### src/rtl/spi_pkg.sv
// -----------------------------------------------------------------------------
// spi_pkg
// Shared definitions for the SPI frame controller: FSM state encoding,
// frame geometry constants and a helper that maps (byte, bit) onto the
// latched frame word.
// -----------------------------------------------------------------------------
package spi_pkg;

    localparam int BITS_PER_BYTE = 8;
    localparam int FRAME_BYTES   = 2;
    localparam int COUNTER_W     = 14;
    localparam int FRAME_W       = BITS_PER_BYTE * FRAME_BYTES;
    localparam int BIT_W         = $clog2(BITS_PER_BYTE);
    localparam int POS_W         = $clog2(FRAME_W);

    typedef enum logic [2:0] {
        IDLE     = 3'd0,
        SS_SETUP = 3'd1,
        SHIFT    = 3'd2,
        BYTE_GAP = 3'd3,
        SS_HOLD  = 3'd4
    } spi_state_e;

    // Byte 0 carries the upper counter bits zero-extended, byte 1 the low byte.
    function automatic logic [FRAME_W-1:0] pack_frame(input logic [COUNTER_W-1:0] value);
        return {{(FRAME_W - COUNTER_W){1'b0}}, value};
    endfunction

    // Byte 0 occupies the upper half of the frame word, byte 1 the lower half.
    function automatic logic [POS_W-1:0] frame_bit_pos(input logic byte_sel,
                                                       input logic [BIT_W-1:0] bit_idx);
        return {~byte_sel, bit_idx};
    endfunction

endpackage

### src/rtl/spi_clk_div.sv
// -----------------------------------------------------------------------------
// spi_clk_div
// Half-period tick generator for SCLK. While enabled, o_tick pulses for one
// clk cycle every CLK_DIV cycles. While disabled the counter is held at its
// reload value so the first tick after enabling lands exactly CLK_DIV cycles
// later.
// Ports:
//   clk    - system clock, rising edge
//   reset  - asynchronous, active-low reset
//   i_en   - count enable
//   o_tick - one-cycle pulse at the end of each half-period
// -----------------------------------------------------------------------------
module spi_clk_div #(
    parameter int CLK_DIV = 50
) (
    input  logic clk,
    input  logic reset,
    input  logic i_en,
    output logic o_tick
);

    localparam int DIV_W = (CLK_DIV > 1) ? $clog2(CLK_DIV) : 1;
    localparam logic [DIV_W-1:0] DIV_RELOAD = DIV_W'(CLK_DIV - 1);

    logic [DIV_W-1:0] r_cnt;

    assign o_tick = i_en && (r_cnt == {DIV_W{1'b0}});

    // Countdown to zero then reload; reload also whenever disabled.
    always_ff @(posedge clk or negedge reset) begin
        if (!reset) begin
            r_cnt <= {DIV_W{1'b0}};
        end else if (!i_en || (r_cnt == {DIV_W{1'b0}})) begin
            r_cnt <= DIV_RELOAD;
        end else begin
            r_cnt <= r_cnt - DIV_W'(1);
        end
    end

endmodule

### src/rtl/spi_frame_ctrl.sv
// -----------------------------------------------------------------------------
// spi_frame_ctrl
// SPI mode-0 master that sends a 14-bit counter as a two-byte frame, MSB
// first: byte 0 = {2'b00, counter[13:8]}, byte 1 = counter[7:0]. SS is held
// low for a setup gap, byte 0, an inter-byte gap, byte 1 and a hold gap.
// Ports:
//   clk       - system clock, rising edge
//   reset     - asynchronous, active-low reset
//   i_counter - value to transmit, sampled when a request is accepted
//   i_valid   - transmit request, held until accepted
//   o_ready   - request can be accepted (inverse of o_busy)
//   sclk      - SPI clock, idles low
//   mosi      - serial data, MSB first, low whenever ss is high
//   ss        - slave select, active low
//   o_busy    - frame in progress (any state but IDLE)
//   o_done    - one-cycle pulse when ss returns high at frame end
// -----------------------------------------------------------------------------
module spi_frame_ctrl
    import spi_pkg::*;
#(
    parameter int CLK_DIV = 50,
    parameter int GAP_CYC = 100
) (
    input  logic                 clk,
    input  logic                 reset,
    input  logic [COUNTER_W-1:0] i_counter,
    input  logic                 i_valid,
    output logic                 o_ready,
    output logic                 sclk,
    output logic                 mosi,
    output logic                 ss,
    output logic                 o_busy,
    output logic                 o_done
);

    localparam int GAP_W = (GAP_CYC > 1) ? $clog2(GAP_CYC) : 1;
    localparam logic [GAP_W-1:0] GAP_RELOAD = GAP_W'(GAP_CYC - 1);
    localparam logic [BIT_W-1:0] BIT_MSB    = BIT_W'(BITS_PER_BYTE - 1);

    spi_state_e         r_state;
    spi_state_e         w_state_nxt;
    logic [GAP_W-1:0]   r_gap_cnt;
    logic [GAP_W-1:0]   w_gap_nxt;
    logic [BIT_W-1:0]   r_bit_idx;
    logic [BIT_W-1:0]   w_bit_nxt;
    logic               r_byte_sel;
    logic               w_byte_nxt;
    logic [FRAME_W-1:0] r_frame;
    logic [FRAME_W-1:0] w_frame_nxt;
    logic               r_sclk;
    logic               w_sclk_nxt;
    logic               r_mosi;
    logic               w_mosi_nxt;
    logic               r_ss;
    logic               w_ss_nxt;
    logic               r_done;
    logic               w_done_nxt;
    logic               r_busy;
    logic               r_ready;
    logic               w_busy_nxt;
    logic               w_tick;
    logic               w_div_en;

    assign w_div_en = (r_state == SHIFT);

    spi_clk_div #(
        .CLK_DIV (CLK_DIV)
    ) u_clk_div (
        .clk    (clk),
        .reset  (reset),
        .i_en   (w_div_en),
        .o_tick (w_tick)
    );

    assign sclk    = r_sclk;
    assign mosi    = r_mosi;
    assign ss      = r_ss;
    assign o_done  = r_done;
    assign o_busy  = r_busy;
    assign o_ready = r_ready;

    // Next-state and next-output decode; outputs are computed for the
    // following cycle so every port comes straight from a flop.
    always_comb begin
        w_state_nxt = r_state;
        w_gap_nxt   = r_gap_cnt;
        w_bit_nxt   = r_bit_idx;
        w_byte_nxt  = r_byte_sel;
        w_frame_nxt = r_frame;
        w_sclk_nxt  = 1'b0;
        w_mosi_nxt  = 1'b0;
        w_ss_nxt    = 1'b0;
        w_done_nxt  = 1'b0;
        case (r_state)
            IDLE: begin
                w_ss_nxt = 1'b1;
                // The o_done cycle is still IDLE but must not accept, which
                // guarantees at least one cycle of ss high between frames.
                if (i_valid && !r_done) begin
                    w_frame_nxt = pack_frame(i_counter);
                    w_gap_nxt   = GAP_RELOAD;
                    w_state_nxt = SS_SETUP;
                    w_ss_nxt    = 1'b0;
                end else begin
                    w_state_nxt = IDLE;
                end
            end
            SS_SETUP: begin
                if (r_gap_cnt == {GAP_W{1'b0}}) begin
                    w_state_nxt = SHIFT;
                    w_bit_nxt   = BIT_MSB;
                    w_byte_nxt  = 1'b0;
                    w_mosi_nxt  = r_frame[frame_bit_pos(1'b0, BIT_MSB)];
                end else begin
                    w_gap_nxt = r_gap_cnt - GAP_W'(1);
                end
            end
            SHIFT: begin
                w_sclk_nxt = r_sclk;
                w_mosi_nxt = r_mosi;
                if (w_tick) begin
                    if (!r_sclk) begin
                        w_sclk_nxt = 1'b1;
                    end else if (r_bit_idx != {BIT_W{1'b0}}) begin
                        // Falling edge: start the low phase of the next bit.
                        w_sclk_nxt = 1'b0;
                        w_bit_nxt  = r_bit_idx - BIT_W'(1);
                        w_mosi_nxt = r_frame[frame_bit_pos(r_byte_sel, r_bit_idx - BIT_W'(1))];
                    end else begin
                        w_sclk_nxt  = 1'b0;
                        w_mosi_nxt  = 1'b0;
                        w_gap_nxt   = GAP_RELOAD;
                        w_state_nxt = r_byte_sel ? SS_HOLD : BYTE_GAP;
                    end
                end else begin
                    w_state_nxt = SHIFT;
                end
            end
            BYTE_GAP: begin
                if (r_gap_cnt == {GAP_W{1'b0}}) begin
                    w_state_nxt = SHIFT;
                    w_bit_nxt   = BIT_MSB;
                    w_byte_nxt  = 1'b1;
                    w_mosi_nxt  = r_frame[frame_bit_pos(1'b1, BIT_MSB)];
                end else begin
                    w_gap_nxt = r_gap_cnt - GAP_W'(1);
                end
            end
            SS_HOLD: begin
                if (r_gap_cnt == {GAP_W{1'b0}}) begin
                    w_state_nxt = IDLE;
                    w_ss_nxt    = 1'b1;
                    w_done_nxt  = 1'b1;
                end else begin
                    w_gap_nxt = r_gap_cnt - GAP_W'(1);
                end
            end
            default: begin
                w_state_nxt = IDLE;
                w_ss_nxt    = 1'b1;
            end
        endcase
        w_busy_nxt = (w_state_nxt != IDLE);
    end

    // State, datapath and output registers.
    always_ff @(posedge clk or negedge reset) begin
        if (!reset) begin
            r_state    <= IDLE;
            r_gap_cnt  <= {GAP_W{1'b0}};
            r_bit_idx  <= {BIT_W{1'b0}};
            r_byte_sel <= 1'b0;
            r_frame    <= {FRAME_W{1'b0}};
            r_sclk     <= 1'b0;
            r_mosi     <= 1'b0;
            r_ss       <= 1'b1;
            r_done     <= 1'b0;
            r_busy     <= 1'b0;
            r_ready    <= 1'b1;
        end else begin
            r_state    <= w_state_nxt;
            r_gap_cnt  <= w_gap_nxt;
            r_bit_idx  <= w_bit_nxt;
            r_byte_sel <= w_byte_nxt;
            r_frame    <= w_frame_nxt;
            r_sclk     <= w_sclk_nxt;
            r_mosi     <= w_mosi_nxt;
            r_ss       <= w_ss_nxt;
            r_done     <= w_done_nxt;
            r_busy     <= w_busy_nxt;
            r_ready    <= !w_busy_nxt;
        end
    end

endmodule

### config.mk
export PLATFORM = sky130hd
export DESIGN_NAME = spi_frame_ctrl
export DESIGN_NICKNAME = d
export VERILOG_FILES = /design/src/rtl/spi_pkg.sv /design/src/rtl/spi_clk_div.sv /design/src/rtl/spi_frame_ctrl.sv
export SDC_FILE = /design/constraint.sdc
export NUM_CORES = 1
export LEC_CHECK = 0
export ABC_AREA = 1
export CAP_MARGIN = 20
export CORE_MARGIN = 2
export CORE_UTILIZATION = 45
export CTS_CLUSTER_SIZE = 8
export DETAILED_ROUTE_END_ITERATION = 8
export PLACE_DENSITY = 0.76
export SKIP_LAST_GASP = 1
export SLEW_MARGIN = 20
export SYNTH_ARGS = -nofsm -noshare
export SYNTH_HDL_FRONTEND = slang
export SYNTH_SLANG_ARGS = --single-unit
### constraint.sdc
create_clock -name clk -period 4.8 [get_ports clk]
set_input_delay 0.48 -clock clk [delete_from_list [all_inputs] [get_ports clk]]
set_output_delay 0.48 -clock clk [all_outputs]
set_load 0.01 [all_outputs]
After elaboration in Yosys (flattened, before gate mapping)
Index checks and enable logic that the tools add are counted.
Widths: inputs -> output; s select.
{"block": "classes", "n_lt_le_gt_ge": 1, "bitwise_logic": 1, "muxes": 37, "reduce_logical": 22, "add_sub_neg": 3, "eq_ne": 13}
{"cell": "$mux 7", "n": 5}
{"cell": "$mux 3", "n": 10}
{"cell": "$pmux 7 s3", "n": 1}
{"cell": "$ne 2x2->1 const B", "n": 8}
{"cell": "$mux 1", "n": 14}
{"cell": "$pmux 3 s4", "n": 1}
{"cell": "$reduce_bool 3->1", "n": 3}
{"cell": "$logic_not 7->1", "n": 1}
{"cell": "$sub 7x1->7 const B", "n": 1}
{"cell": "$eq 3x2->1 const B", "n": 2}
{"cell": "$logic_not 6->1", "n": 1}
{"cell": "$mux 6", "n": 1}
{"cell": "$pmux 3 s2", "n": 1}
{"cell": "$reduce_and 6->1", "n": 1}
{"cell": "$reduce_or 3->1", "n": 2}
{"cell": "$sub 6x1->6 const B", "n": 1}
{"cell": "$lt 4x5->1 const B", "n": 1}
{"cell": "$reduce_and 5->1", "n": 1}
{"cell": "$bmux 1 s4", "n": 1}
{"cell": "$pmux 1 s2", "n": 2}
{"cell": "$reduce_and 2->1", "n": 2}
{"cell": "$reduce_bool 2->1", "n": 2}
{"cell": "$eq 3x1->1 const B", "n": 1}
{"cell": "$eq 3x3->1 const B", "n": 1}
{"cell": "other kinds (10)", "n": 13}
{"block": "word_totals", "out_inout_bits": 6, "ff_bits": 40, "in_bits": 17}

Longest topological paths before layout
{"block": "logic_depth", "word_depth": 7, "depth_mapped": 14}

Cells and area by module
A second synthesis with hierarchy kept.
{"block": "unflattened", "hier_cells": 255, "hier_area_um2": 2102.0}
{"mod": "spi_frame_ctrl", "instances": 1, "area_each_um2": 1785.5, "cells_per_inst": 218}
{"mod": "spi_clk_div", "instances": 1, "area_each_um2": 316.6, "cells_per_inst": 37}

Worst setup path before layout
No wires, ideal clock.
{"block": "synth_timing", "path_kind": "register to register", "from": "reg r_bit_idx[0]", "to": "reg r_mosi, in the netlist mosi", "period_less_slack_ns": 1.659, "arrival_ns": 1.543, "setup_ns": 0.117, "t_required_ns": 4.683, "path_stages_with_launch": 13, "slack_ns": 3.141, "path_cell_list": "dfrtp_1 > buf_2 > clkinv_1 > ha_1 > inv_1 > nand3_1 > nand3_1 > nand2_1 > nand2_1 > nand3_1 > nand2_1 > nand2_1 > nand2_1"}
{"block": "synth_between", "elab_chain_cells": 7, "word_cells_on_any_way": 8, "classes_between": "add/sub (1); mux (6); reduce/logical (1)"}
{"item": "start, declared", "line": "spi_frame_ctrl.sv:44", "rtl": "logic [BIT_W-1:0] r_bit_idx;"}
{"item": "start signal, assigned", "line": "spi_frame_ctrl.sv:171", "rtl": "r_bit_idx <= {BIT_W{1'b0}};"}
{"item": "start signal, assigned", "line": "spi_frame_ctrl.sv:183", "rtl": "r_bit_idx <= w_bit_nxt;"}
{"item": "$sub 3x1->3", "line": "spi_frame_ctrl.sv:128", "rtl": "w_mosi_nxt = r_frame[frame_bit_pos(r_byte_sel, r_bit_idx - BIT_W'(1))];"}
{"item": "$bmux 1 s4", "line": "spi_frame_ctrl.sv:128"}
{"item": "$mux 1 (implied by the code)", "line": "spi_frame_ctrl.sv:128"}
{"item": "$mux 1 *", "line": "spi_frame_ctrl.sv:124", "rtl": "end else if (r_bit_idx != {BIT_W{1'b0}}) begin"}
{"item": "$mux 1 *", "line": "spi_frame_ctrl.sv:122", "rtl": "if (!r_sclk) begin"}
{"item": "$mux 1 *", "line": "spi_frame_ctrl.sv:121", "rtl": "if (w_tick) begin"}
{"item": "$pmux 1 s2 *", "line": "spi_frame_ctrl.sv:94", "rtl": "case (r_state)"}
{"item": "end signal, assigned", "line": "spi_frame_ctrl.sv:187", "rtl": "r_mosi <= w_mosi_nxt;"}
{"item": "end, declared", "line": "spi_frame_ctrl.sv:52", "rtl": "logic r_mosi;"}
Every way passes the cells marked *; elsewhere a longest branch is shown, timed or not. The select of a mux whose other input is x is not followed.
A chain may end at the register's enable or synchronous reset.

Final worst setup path
Same ends and word-level chain as after synthesis.

==> metrics.txt <==
outcome=complete, no violations; final routed DRC violation total=0; FF+latch count, synth=40; Area Overhead vs Synth=16.6%; cell family with most CP delay=flip-flops; worst vdd ir=approximately 120 uV; # resized after CTS=0; htree depth=2; final wirelength=about 3900 um; placed insts=between 300 and 400; Die Footprint=between 5000 and 6000 um2; n_diodes=0; synthesized area per cell=approximately 8 um2; pins over their slew limit=0; via count=between 1500 and 2000; synthesized instance count=approximately 270; largest net degree at the start of global routing=41; r2r startpoint=r_bit_idx[0]; Antenna Nets Post-Route=0; Crit Path Max Fanout=10; crit-path cells=clkinv_1, ha_1, inv_1, nand3_1, nand3_1, nand2_1, nand2_1, nand3_1, nand2_1, nand2_1, nand2_1; Post-CTS Setup Inserts=0; final worst slack=2750 ps; # fillers=457; CTS max path bufs=2; arrival time of the worst setup path=approximately 2200 ps; class of the most critical setup path=flip-flop to flip-flop; Cell Pwr Density=232 nW/um2; Synth area leaders=dfrtp_1, nand2_1, inv_1; Setup crit start kind=flip-flop; antenna violations before repair=0; cell row count=25; first-pass iteration count of the detailed router=4; fmax=about 490 MHz; Clk Latency, worst-skew pair=290 ps; Place WS=between 2000 and 3000 ps; area leader, netlist=dfrtp_1; RSZ-0062 raised after global routing=no; DIE WIDTH=approximately 73 um; count leader, synth=nand2_1; Setup Skew=about 6.8 ps; Final Cell Area=2530 um2; Root Driver=clkbuf_8; total CTS buffers=5; Pleak=0.00134 uW; Synth Warn #=0; I/O pin total=23; Reg2Reg Setup Slack=between 2000 and 3000 ps; Initial Utilization=0.462; Cell Area, Synth=~2200 um2; global-route wire length before repair=6980 um; DR iter-0 viols=119; number of unique standard cell types used by synthesis=33; Slowest-stage cell, CP=dfrtp_1; wire per inst=11.0 um; final setup fails=0; setup TNS=0 ps; CP bufs+invs=2; most used cell, CP=nand2_1; Overflow after GRT=0; number of synthesized flops with an enable pin=0; Cell Area, Placed=between 2000 and 2500 um2; async set-reset flop share out of synthesis=1.00; max_cap viols=0; Worst path max stage delay=just over 500 ps; R2R depth=11; Critical Path End Type=flip-flop; area share of the largest cell type after synthesis=0.439; Multi-input gate area=just under 1000 um2; sequential area share after synthesis=0.463; Final period util=0.426; final RePlAce weighted congestion=about 0.86; Final #Nets=321; clk sinks=40; die height=roughly 73 um; Most used DFF post-synth=dfrtp_1; clk slew on worst S/H paths=80 ps; Worst EP required=~5000 ps; synth cell count leaders=nand2_1, dfrtp_1, inv_1, nor2_1, nand3_1; IO buf count=22; vias in the first global route=between 1500 and 2000; post-layout instance count excluding filler cells=about 350; HP Class=primary input to async pin; Post-CTS Hold Fix Bufs=0; Max transition margin=0.414; mean number of vias per cell=~4.9; syn_nets=around 300; core area=4690 um2; gr usage total=0.166; share of post-route cells with drive strength above 1=0.124; Post-DP HPWL=2800 um; final hold vios=0; FF+latch area=~1000 um2; Tmin final=approximately 2000 ps; worst slew pin tran=approximately 880 ps; CTS tree=built; Reg-to-Reg End=mosi
[per-stage QoR]
| step | utilization | hold slack, ps | power [uW] |
|---|---|---|---|
| 2_1_floorplan | - | 184 | 344 |
| 6_report | 0.539 | 300 | 587 |
| 4_1_cts | 0.539 | 331 | 598 |
| 5_1_grt | 0.539 | 380 | 614 |
| 3_3_place_gp | 0.519 | 455 | 364 |
| 3_5_place_dp | 0.519 | 461 | 364 |
[report_power, final]
| group | internal, uW | total (uW) | switching [uW] |
|---|---|---|---|
| Combinational | 11.0 | 19.7 | 8.66 |
| Clock | 115 | 230 | 116 |
| Sequential | 337 | 337 | 0 |
[cell families (layout without fill, tap and decap cells)]
family	Yosys count	in the layout	share of synthesized area
AOI/OAI and AO/OA	24	24	0.0692
muxes	1	1	0.00519
DFF	40	40	0.463
buffers and inverters	44	71	0.0791
xor gates and xnor gates	5	5	0.0202
and+or+nand+nor	152	152	0.329
adders and majority gates	6	6	0.0346
[flip-flops by register name, summed over array words and instances, names as in the netlist]
register / count
u_clk_div.r_cnt: 6
r_gap_cnt: 7
sclk: 1
r_bit_idx: 3
ss: 1
r_byte_sel: 1
r_state: 3
r_frame: 14
o_done: 1
mosi: 1
o_ready: 1
o_busy: 1
[metal layers]
layer	wire, um	GRT usage
met1	1850	0.211
met2	1860	0.273
met3	126	0.0329
met4	33	0.0747
met5	0	0
[placed cells by master, fill, tap and decap left out, drive strengths merged]
| master | n |
|---|---|
| clkinv | 3 |
| ha | 6 |
| a21oi | 16 |
| nand2 | 79 |
| inv | 40 |
| mux2 | 1 |
| buf | 1 |
| xor2 | 4 |
| nand3b | 3 |
| nor2 | 37 |
| nor3 | 5 |
| clkdlybuf4s50 | 21 |
| a22o | 1 |
| nor3b | 1 |
| dfstp | 2 |
| clkbuf | 6 |
| xnor2 | 1 |
| nand3 | 26 |
| o21ai | 4 |
| or2 | 1 |
| o31ai | 1 |
| dfrtp | 38 |
| o211ai | 2 |
[how the worst max path moves through the flow]
stage / from / to / slack [ps] / cells past startpoint
2_1_floorplan: r_bit_idx[0] / mosi / 3140 / 12
3_3_place_gp: i_valid / r_frame[13] / 2580 / 5
3_5_place_dp: i_valid / r_frame[13] / 2570 / 5
4_1_cts: r_bit_idx[0] / mosi / 2750 / 11
5_1_grt: r_bit_idx[0] / mosi / 2500 / 11
6_report: r_bit_idx[0] / mosi / 2750 / 11
[layout make-up]
type	count	share of cell area
Clock buffer	6	0.0327
Clock inverter	2	0.00396
Inverter	41	0.0619
Multi-Input combinational cell	188	0.393
Sequential cell	40	0.397
Tap cell	54	0.0267
Timing Repair Buffer	22	0.0851
(Power assumes the default switching activity.)
